==> src/rtl/image_op_sequencer.sv <==
// image_op_sequencer: job FIFO in front of the shared image core; launches one job at a time,
// checks the written pixel count against the frame size, waits for file close, flags stalls.
module image_op_sequencer #(
   parameter int QDEPTH  = 4,
   parameter int TIMEOUT = 1000000,
   parameter int CNT_W   = 22
) (
   input  logic        CLK,
   input  logic        RESET,
   input  logic        job_valid,
   output logic        job_ready,
   input  logic [1:0]  job_opcode,
   input  logic [7:0]  job_param,
   output logic        core_start,
   output logic [1:0]  core_opcode,
   output logic [7:0]  core_param,
   input  logic [10:0] img_width,
   input  logic [10:0] img_height,
   input  logic        pix_strobe,
   input  logic        core_done,
   input  logic        file_closed,
   input  logic        err_clear,
   output logic        busy,
   output logic [7:0]  jobs_done,
   output logic        err_opcode,
   output logic        err_count,
   output logic        err_timeout
);
   localparam int AW   = $clog2(QDEPTH);
   localparam int WD_W = $clog2(TIMEOUT + 1);
   typedef enum logic [2:0] {S_IDLE, S_START, S_SIZE, S_RUN, S_FLUSH, S_ERROR} state_t;
   logic [9:0]       mem_q [QDEPTH];
   logic [9:0]       head;
   logic [AW-1:0]    wr_ptr_q, wr_ptr_d, rd_ptr_q, rd_ptr_d;
   logic [AW:0]      cnt_q, cnt_d;
   logic             job_ready_q, job_ready_d, push, pop;
   state_t           state_q, state_d;
   logic             core_start_q, core_start_d, busy_q, busy_d;
   logic [1:0]       core_opcode_q, core_opcode_d;
   logic [7:0]       core_param_q, core_param_d, jobs_done_q, jobs_done_d;
   logic [CNT_W-1:0] pix_q, pix_d, pix_inc, total_q, total_d;
   logic [WD_W-1:0]  wd_q, wd_d, wd_inc;
   logic             err_opcode_q, err_opcode_d, err_count_q, err_count_d, err_timeout_q, err_timeout_d;
   always_comb begin
      push          = job_valid && job_ready_q;
      head          = mem_q[rd_ptr_q];
      pop           = 1'b0;
      state_d       = state_q;
      core_opcode_d = core_opcode_q;
      core_param_d  = core_param_q;
      jobs_done_d   = jobs_done_q;
      total_d       = total_q;
      pix_d         = pix_q;
      wd_d          = wd_q;
      pix_inc       = (pix_q == '1) ? pix_q : pix_q + CNT_W'(1);
      wd_inc        = pix_strobe ? '0 : wd_q + WD_W'(1);
      err_opcode_d  = err_clear ? 1'b0 : err_opcode_q;
      err_count_d   = err_clear ? 1'b0 : err_count_q;
      err_timeout_d = err_clear ? 1'b0 : err_timeout_q;
      case (state_q)
         S_IDLE: if (cnt_q != '0) begin
            pop = 1'b1;
            if (head[9:8] == 2'd3) err_opcode_d = 1'b1;
            else begin
               core_opcode_d = head[9:8];
               core_param_d  = head[7:0];
               state_d       = S_START;
            end
         end
         S_START: begin
            pix_d   = '0;
            wd_d    = '0;
            state_d = S_SIZE;
         end
         S_SIZE: begin
            total_d = CNT_W'(img_width) * CNT_W'(img_height);
            state_d = S_RUN;
         end
         S_RUN: begin
            pix_d = pix_strobe ? pix_inc : pix_q;
            wd_d  = wd_inc;
            if (core_done) begin
               err_count_d = err_count_d || (pix_d != total_q);
               state_d     = S_FLUSH;
            end else if (wd_inc == WD_W'(TIMEOUT)) begin
               err_timeout_d = 1'b1;
               state_d       = S_ERROR;
            end
         end
         S_FLUSH: begin
            wd_d = wd_inc;
            if (file_closed) begin
               jobs_done_d = jobs_done_q + 8'd1;
               state_d     = S_IDLE;
            end else if (wd_inc == WD_W'(TIMEOUT)) begin
               err_timeout_d = 1'b1;
               state_d       = S_ERROR;
            end
         end
         S_ERROR: state_d = err_clear ? S_IDLE : S_ERROR;
         default: state_d = S_IDLE;
      endcase
      wr_ptr_d     = push ? wr_ptr_q + AW'(1) : wr_ptr_q;
      rd_ptr_d     = pop ? rd_ptr_q + AW'(1) : rd_ptr_q;
      cnt_d        = cnt_q + (AW+1)'(push) - (AW+1)'(pop);
      job_ready_d  = cnt_d != (AW+1)'(QDEPTH);
      core_start_d = state_d == S_START;
      busy_d       = state_d != S_IDLE;
   end
   always_ff @(posedge CLK) begin
      if (push) mem_q[wr_ptr_q] <= {job_opcode, job_param};
      if (RESET) begin
         wr_ptr_q      <= '0;
         rd_ptr_q      <= '0;
         cnt_q         <= '0;
         job_ready_q   <= 1'b1;
         state_q       <= S_IDLE;
         core_start_q  <= 1'b0;
         core_opcode_q <= '0;
         core_param_q  <= '0;
         busy_q        <= 1'b0;
         jobs_done_q   <= '0;
         total_q       <= '0;
         pix_q         <= '0;
         wd_q          <= '0;
         err_opcode_q  <= 1'b0;
         err_count_q   <= 1'b0;
         err_timeout_q <= 1'b0;
      end else begin
         wr_ptr_q      <= wr_ptr_d;
         rd_ptr_q      <= rd_ptr_d;
         cnt_q         <= cnt_d;
         job_ready_q   <= job_ready_d;
         state_q       <= state_d;
         core_start_q  <= core_start_d;
         core_opcode_q <= core_opcode_d;
         core_param_q  <= core_param_d;
         busy_q        <= busy_d;
         jobs_done_q   <= jobs_done_d;
         total_q       <= total_d;
         pix_q         <= pix_d;
         wd_q          <= wd_d;
         err_opcode_q  <= err_opcode_d;
         err_count_q   <= err_count_d;
         err_timeout_q <= err_timeout_d;
      end
   end
   assign job_ready   = job_ready_q;
   assign core_start  = core_start_q;
   assign core_opcode = core_opcode_q;
   assign core_param  = core_param_q;
   assign busy        = busy_q;
   assign jobs_done   = jobs_done_q;
   assign err_opcode  = err_opcode_q;
   assign err_count   = err_count_q;
   assign err_timeout = err_timeout_q;
endmodule

==> config.mk <==
export PLATFORM = sky130hd
export DESIGN_NAME = image_op_sequencer
export DESIGN_NICKNAME = d
export VERILOG_FILES = /design/src/rtl/image_op_sequencer.sv
export SDC_FILE = /design/constraint.sdc
export NUM_CORES = 1
export LEC_CHECK = 0
export ABC_AREA = 1
export BUFFER_PORTS_ARGS = -buffer_cell sky130_fd_sc_hd__buf_2
export CORE_AREA = 2 2 179 268
export DETAILED_ROUTE_END_ITERATION = 6
export DIE_AREA = 0 0 181 270
export PLACE_DENSITY_LB_ADDON = 0.05
export REMOVE_ABC_BUFFERS = 1
export SLEW_MARGIN = 20
export SYNTH_ARGS = -nofsm -noshare
export SYNTH_HDL_FRONTEND = slang
export SYNTH_SLANG_ARGS = --single-unit
==> constraint.sdc <==
create_clock -name CLK -period 11.3 [get_ports CLK]
set_input_delay 1.695 -clock CLK [delete_from_list [all_inputs] [get_ports CLK]]
set_output_delay 1.695 -clock CLK [all_outputs]
set_load 0.02 [all_outputs]
# Word-level counts from Yosys, hierarchy flattened
# Memory sizes are Yosys's and may differ from the RTL's. A register that Yosys moved wholly into a read port is not among the register bits.
# Index checks and enable logic that the tools add are counted.
word_totals:
  reg_bits: 98
  mem_bits_rw: 40
  inputBits: 39
  output_inout_bits: 24
  elab_cells: 77
  n_memories: 1
memory_table:
  columns: ["name", "words", "word_bits", "rd", "rd_ports_with_merged_regs", "wr", "line_no", "text"]
  rows:
  - ["mem_q", 4, 10, 1, 1, 1, "32", "logic [9:0] mem_q [QDEPTH];"]
op_classes:
  addsub: 7
  multipliers: 1
  eq_ne: 11
  mux: 30
  n_bitwise: 1
  n_reduce_logical: 10
ops:
  columns: ["operator", "count"]
  rows:
  - ["two-way mux 22 bit", 2]
  - ["case mux 22 bit (2 select lines)", 1]
  - ["case mux 20 bit (2 select lines)", 1]
  - ["adder 22 x 1 -> 22 bit, second input constant", 1]
  - ["equality test 22 bit, second input constant", 1]
  - ["multiplier 11 x 11 -> 22 bit", 1]
  - ["inequality test 22 bit", 1]
  - ["adder 20 x 1 -> 20 bit, second input constant", 1]
  - ["equality test 20 bit, second input constant", 1]
  - ["two-way mux 20 bit", 1]
  - ["two-way mux 3 bit", 6]
  - ["case mux 3 bit (6 select lines)", 1]
  - ["two-way mux 1 bit", 15]
  - ["adder 8 x 1 -> 8 bit, second input constant", 1]
  - ["equality test 3 x 1 -> 1 bit, second input constant", 2]
  - ["equality test 3 x 2 -> 1 bit, second input constant", 2]
  - ["equality test 3 bit, second input constant", 2]
  - ["nonzero test 3 bit", 2]
  - ["adder 2 x 1 -> 2 bit, second input constant", 2]
  - ["two-way mux 2 bit", 2]
  - ["nonzero test 2 bit", 2]
  - ["adder 3 x 1 -> 3 bit", 1]
  - ["logical NOT 3 bit", 1]
  - ["inequality test 3 bit, second input constant", 1]
  - ["other kinds (9)", 9]

# Logic depth before layout (Yosys ltp)
logic_depth:
  ltp_word: 7
  ltp_mapped: 24
  ltp_nobuf: 23

# Worst setup path before layout
# OpenSTA, ideal clock, no wires.
synth_timing:
  kind: "in2reg"
  from: "input port img_width[3]"
  to: "register total_q[18]"
  setup_ns: 0.115
  arrival_time_ns: 6.116
  required_time_ns: 11.185
  setup_slack_ns: 5.068
  stages: 22
  path_cell_list: "clkbuf_1 -> nand2_1 -> fa_1 -> fa_1 -> inv_1 -> ha_1 -> fa_1 -> inv_1 -> fa_1 -> inv_1 -> ha_1 -> a21oi_1 -> o21ai_0 -> a21oi_1 -> inv_1 -> nand2_1 -> nand2_1 -> a21oi_1 -> o21ai_0 -> xor2_1 -> o21ai_0 -> inv_1"
synth_between:
  elab_chain_cells: 1
synth_lines:
  columns: ["item", "line_no", "text"]
  rows:
  - ["from (decl)", "17", "input logic [10:0] img_width,"]
  - ["multiplier 11 x 11 -> 22 bit", "76", "total_d = CNT_W'(img_width) * CNT_W'(img_height);"]
  - ["to (signal assigned)", "140", "total_q <= total_d;"]
  - ["to (decl)", "41", "logic [CNT_W-1:0] pix_q, pix_d, pix_inc, total_q, total_d;"]
# No other way between the ends.
# A chain may end at the register's enable or synchronous reset.

# Worst setup path in the final report
# Same ends and word-level chain as after synthesis.

==> results.md <==
* Critical path startpoint category: input port
* Syn Area/Cell at 7.34 um2
* Yosys warning total at 0
* Clock Root Buffer: clkbuf_16
* Clock period minus final worst setup slack at 6.07 ns
* Post-route clock skew at 0.00793 ns
* Critical Path, Cell by Cell: buf_2 > nand2_1 > fa_1 > fa_1 > inv_1 > ha_1 > fa_1 > inv_1 > fa_1 > inv_1 > ha_1 > a21oi_1 > o21ai_0 > a21oi_1 > inv_1 > nand2_1 > nand2_1 > a21oi_1 > o21ai_0 > xor2_1 > o21ai_0 > inv_1
* Boundary pin count at 63
* Static leakage at 6.12 nW
* Proportion of synthesized chip area in sequential cells at 0.279
* Arrival time of the worst setup path at 6.40 ns
* Total core area at 46,600 um2
* Fill cell count at 5,170
* Classification of the worst-slack hold path: reg2reg
* CTS HTree Levels at 4
* Cell count after synthesis at roughly 1,600
* DR WL met3 at approximately 680 um
* Crit-path leading delay family: adder cells
* Maximum single-stage delay on the critical path at ~0.53 ns
* DRC at 0
* Adder-cell area share of the yosys netlist at 0.216
* FF/Latch Area at 3200 um2
* RePlAce Congestion at 0.773
* Unrepaired setup endpoints after global routing: no
* Height of the die at approximately 270 um
* Detailed Place HPWL at 25,300 um
* Total detailed-routing wirelength at between 30,000 and 40,000 um
* Synth Area in XOR/XNOR at 0.0233
* Total gr overflow at 0
* Detailed router's first-iteration violation count at roughly 260
* Share of the clock period used by the worst path after layout at 0.537
* Number of buffers added on ports at 62
* Combinational family with the most area after synthesis: simple AND/OR/NAND/NOR gates
* Fraction of power consumed by combinational cells at 0.505
* Mux cell area share after synthesis at 0
* Sink Count at 140
* Inst Count DP at 2,173
* Initial Util at 0.246
* Fraction of layout instances using a drive strength above 1 at 0.0999
* Setup violators final at 0
* # rows at 97
* Detail-routed via count per cell at 4.35
* Final TNS setup at 0 ns
* Number of register bits inferred by synthesis at 140
* Crit end category: flop
* Total global-route track usage at 0.141
* Clock transition at the registers of the reported paths at 0.07 ns
* Number of endpoints with negative hold slack in the final report at 0
* Wire length of the first global-routing pass at 53,900 um
* Worst Path Required at ~12 ns
* Residual antenna-violating net count after detailed routing at 0
* Cell with the largest stage delay on the worst path: fa_1
* Area used by multi-input combinational logic at 6970 um2
* Max rail drop VDD at 0.000107 V
* Run status: finished clean
* Ant diodes at 0
* Area of the die at 48,900 um2
* Power density over the cells at 189 nW/um2
* 1st-pass router iterations at 4
* Number of CTS-inserted buffers at 17
* Share of total power in the clock network at 0.234
* Width of the die at 181 um
* Area growth from synthesis to final layout at 12.9%
* Buffers inserted by post-CTS timing repair at 0
* Number of synthesized flops with an enable pin at 40
* Pint at 0.00135 W
* Crit path max fanout at 11
* Net Sw Power at between 0.001 and 0.0015 W
* Sw Ratio at 0.450
* Share of power burned in registers at 0.260
* Final net count at 1,787
* Netlist area before placement at 11,500 um2
* TritonCTS clock tree: done
* Overall power at 0.00246 W
* Post-synthesis compound-gate area fraction at 0.0973
* Number of buffers on the longest clock path at 2
* Max_slew headroom at 0.472
* Flip-flop cell with the highest count after synthesis: dfxtp_1
* Area fraction in and, or, nand and nor cells after synthesis at 0.270
* Number of maximum-capacitance violations at 0
* Kind of critical path: in2reg
* Most frequent cells in the layout: nand2_1, inv_1, nor2_1
* Routed wire length per instance at 15.1 um
* Achievable frequency at approximately 0.16 GHz
* Top Layer Used: met4
* Number of non-filler instances in the completed layout at 2,205
* CTS hold repair buffers at 0
* Commonest non-fill, non-tap cell in the layout: nand2_1
* Cell mode on critical path: inv_1
* Via Count at 9,585
* Final slew viol count at 0
* Met2 wirelength from detailed routing at 17,600 um
* Fraction of registers with async set or reset after synthesis at 0
* Routed metal-1 wirelength at about 14,000 um
* Initial antenna violation count at 0
* Number of global-route vias before repair at 10,000
* Clock latency on the worst-skew pair at 0.44 ns
* Bufs and invs on worst path at 6
* Number of cells upsized or downsized after cts at 0
* Maximum number of pins on one net before global-route repair at 56
* Distinct cell type count after synthesis at 49
* Worst slew pin tran at 0.790 ns
area by class of cell:
class | count | share of cell area
multi-input cells | 1079 | 0.537
flip-flops and latches | 140 | 0.247
inverters | 290 | 0.0840
well taps | 594 | 0.0573
clock buffers | 17 | 0.0328
repair buffers | 70 | 0.0285
clock inverters | 15 | 0.0131
worst paths after layout:
path / startpoint / depth (start not counted) / slack [ns] / end
max: img_width[3] / 22 / 5.23 / total_q[18]
max reg2reg: flop / 10 / 8.42 / busy
min: rd_ptr_q[1] / 2 / 0.46 / flop
min reg2reg: rd_ptr_q[1] / 2 / 0.46 / flop
layer usage:
| metal | global-route usage | vias to the layer above |
|---|---|---|
| li1 | - | 5010 |
| met1 | 0.159 | 4435 |
| met2 | 0.272 | 111 |
| met3 | 0.0169 | 29 |
| met4 | 0.0460 | 0 |
| met5 | 0 | - |
worst register-to-register path, cell delays in order (launching register included):
cell and delay [ns]:
dfxtp_1 0.82, inv_1 0.54, o21ai_0 0.31, o22ai_1 0.15, nand2_1 0.09, nand2_1 0.06, inv_1 0.49, nor2_1 0.10
nand2_1 0.10, nand2_1 0.06, nand2_1 0.09
per-stage QoR:
| step | setup slack (ns) | utilization | instance area, um2 | hold WS (ns) |
|---|---|---|---|---|
| global route | 4.80 | 0.278 | 13000 | 0.488 |
| finish | 5.23 | 0.278 | 13000 | 0.465 |
| CTS | 5.22 | 0.278 | 13000 | 0.468 |
| floorplan | 5.38 | - | 11300 | 0.440 |
| detailed placement | 4.76 | 0.266 | 12400 | 0.458 |
| global placement | 4.76 | 0.266 | 12400 | 0.450 |
state kept, by name (all words and copies together), names as in the netlist, named ones only:
name	count
mem_q	40
pix_q	22
total_q	22
wd_q	20
core_param	8
jobs_done	8
cnt_q	3
state_q	3
core_opcode	2
rd_ptr_q	2
wr_ptr_q	2
busy	1
core_start	1
err_count	1
err_opcode	1
err_timeout	1
job_ready	1
logic make-up (layout without fill, tap and decap cells):
family	after synthesis	count (layout)
AND/OR/NAND/NOR	692	692
buffers and inverters	346	392
AO/OA/AOI/OAI	208	208
adder cells (fa/ha/maj)	150	150
flip-flops	140	140
XOR/XNOR	29	29
synthesized netlist by cell type, drive strengths merged, types with 12 or more instances:
cell,n,share of area
nand2,390,0.13
inv,286,0.093
nor2,128,0.050
nand3,113,0.056
dfxtp,100,0.17
a21oi,98,0.043
o21ai,83,0.036
fa,81,0.14
ha,69,0.075
clkbuf,44,0.014
edfxtp,40,0.10
nand4,28,0.015
xor2,19,0.014
nor3,15,0.0078
buf,12,0.0054
power groups by stage:
| stage | sequential (W) | clock, W | combinational (W) |
|---|---|---|---|
| after detailed placement | 0.000654 | 0 | 0.00128 |
| after CTS | 0.000643 | 0.000604 | 0.00129 |
| after global placement | 0.000653 | 0 | 0.00128 |
| after floorplan | 0.000658 | 0 | 0.000885 |
| final | 0.000640 | 0.000575 | 0.00124 |
| after global routing | 0.000651 | 0.000623 | 0.00146 |
Power figures use the tool's default switching activity.
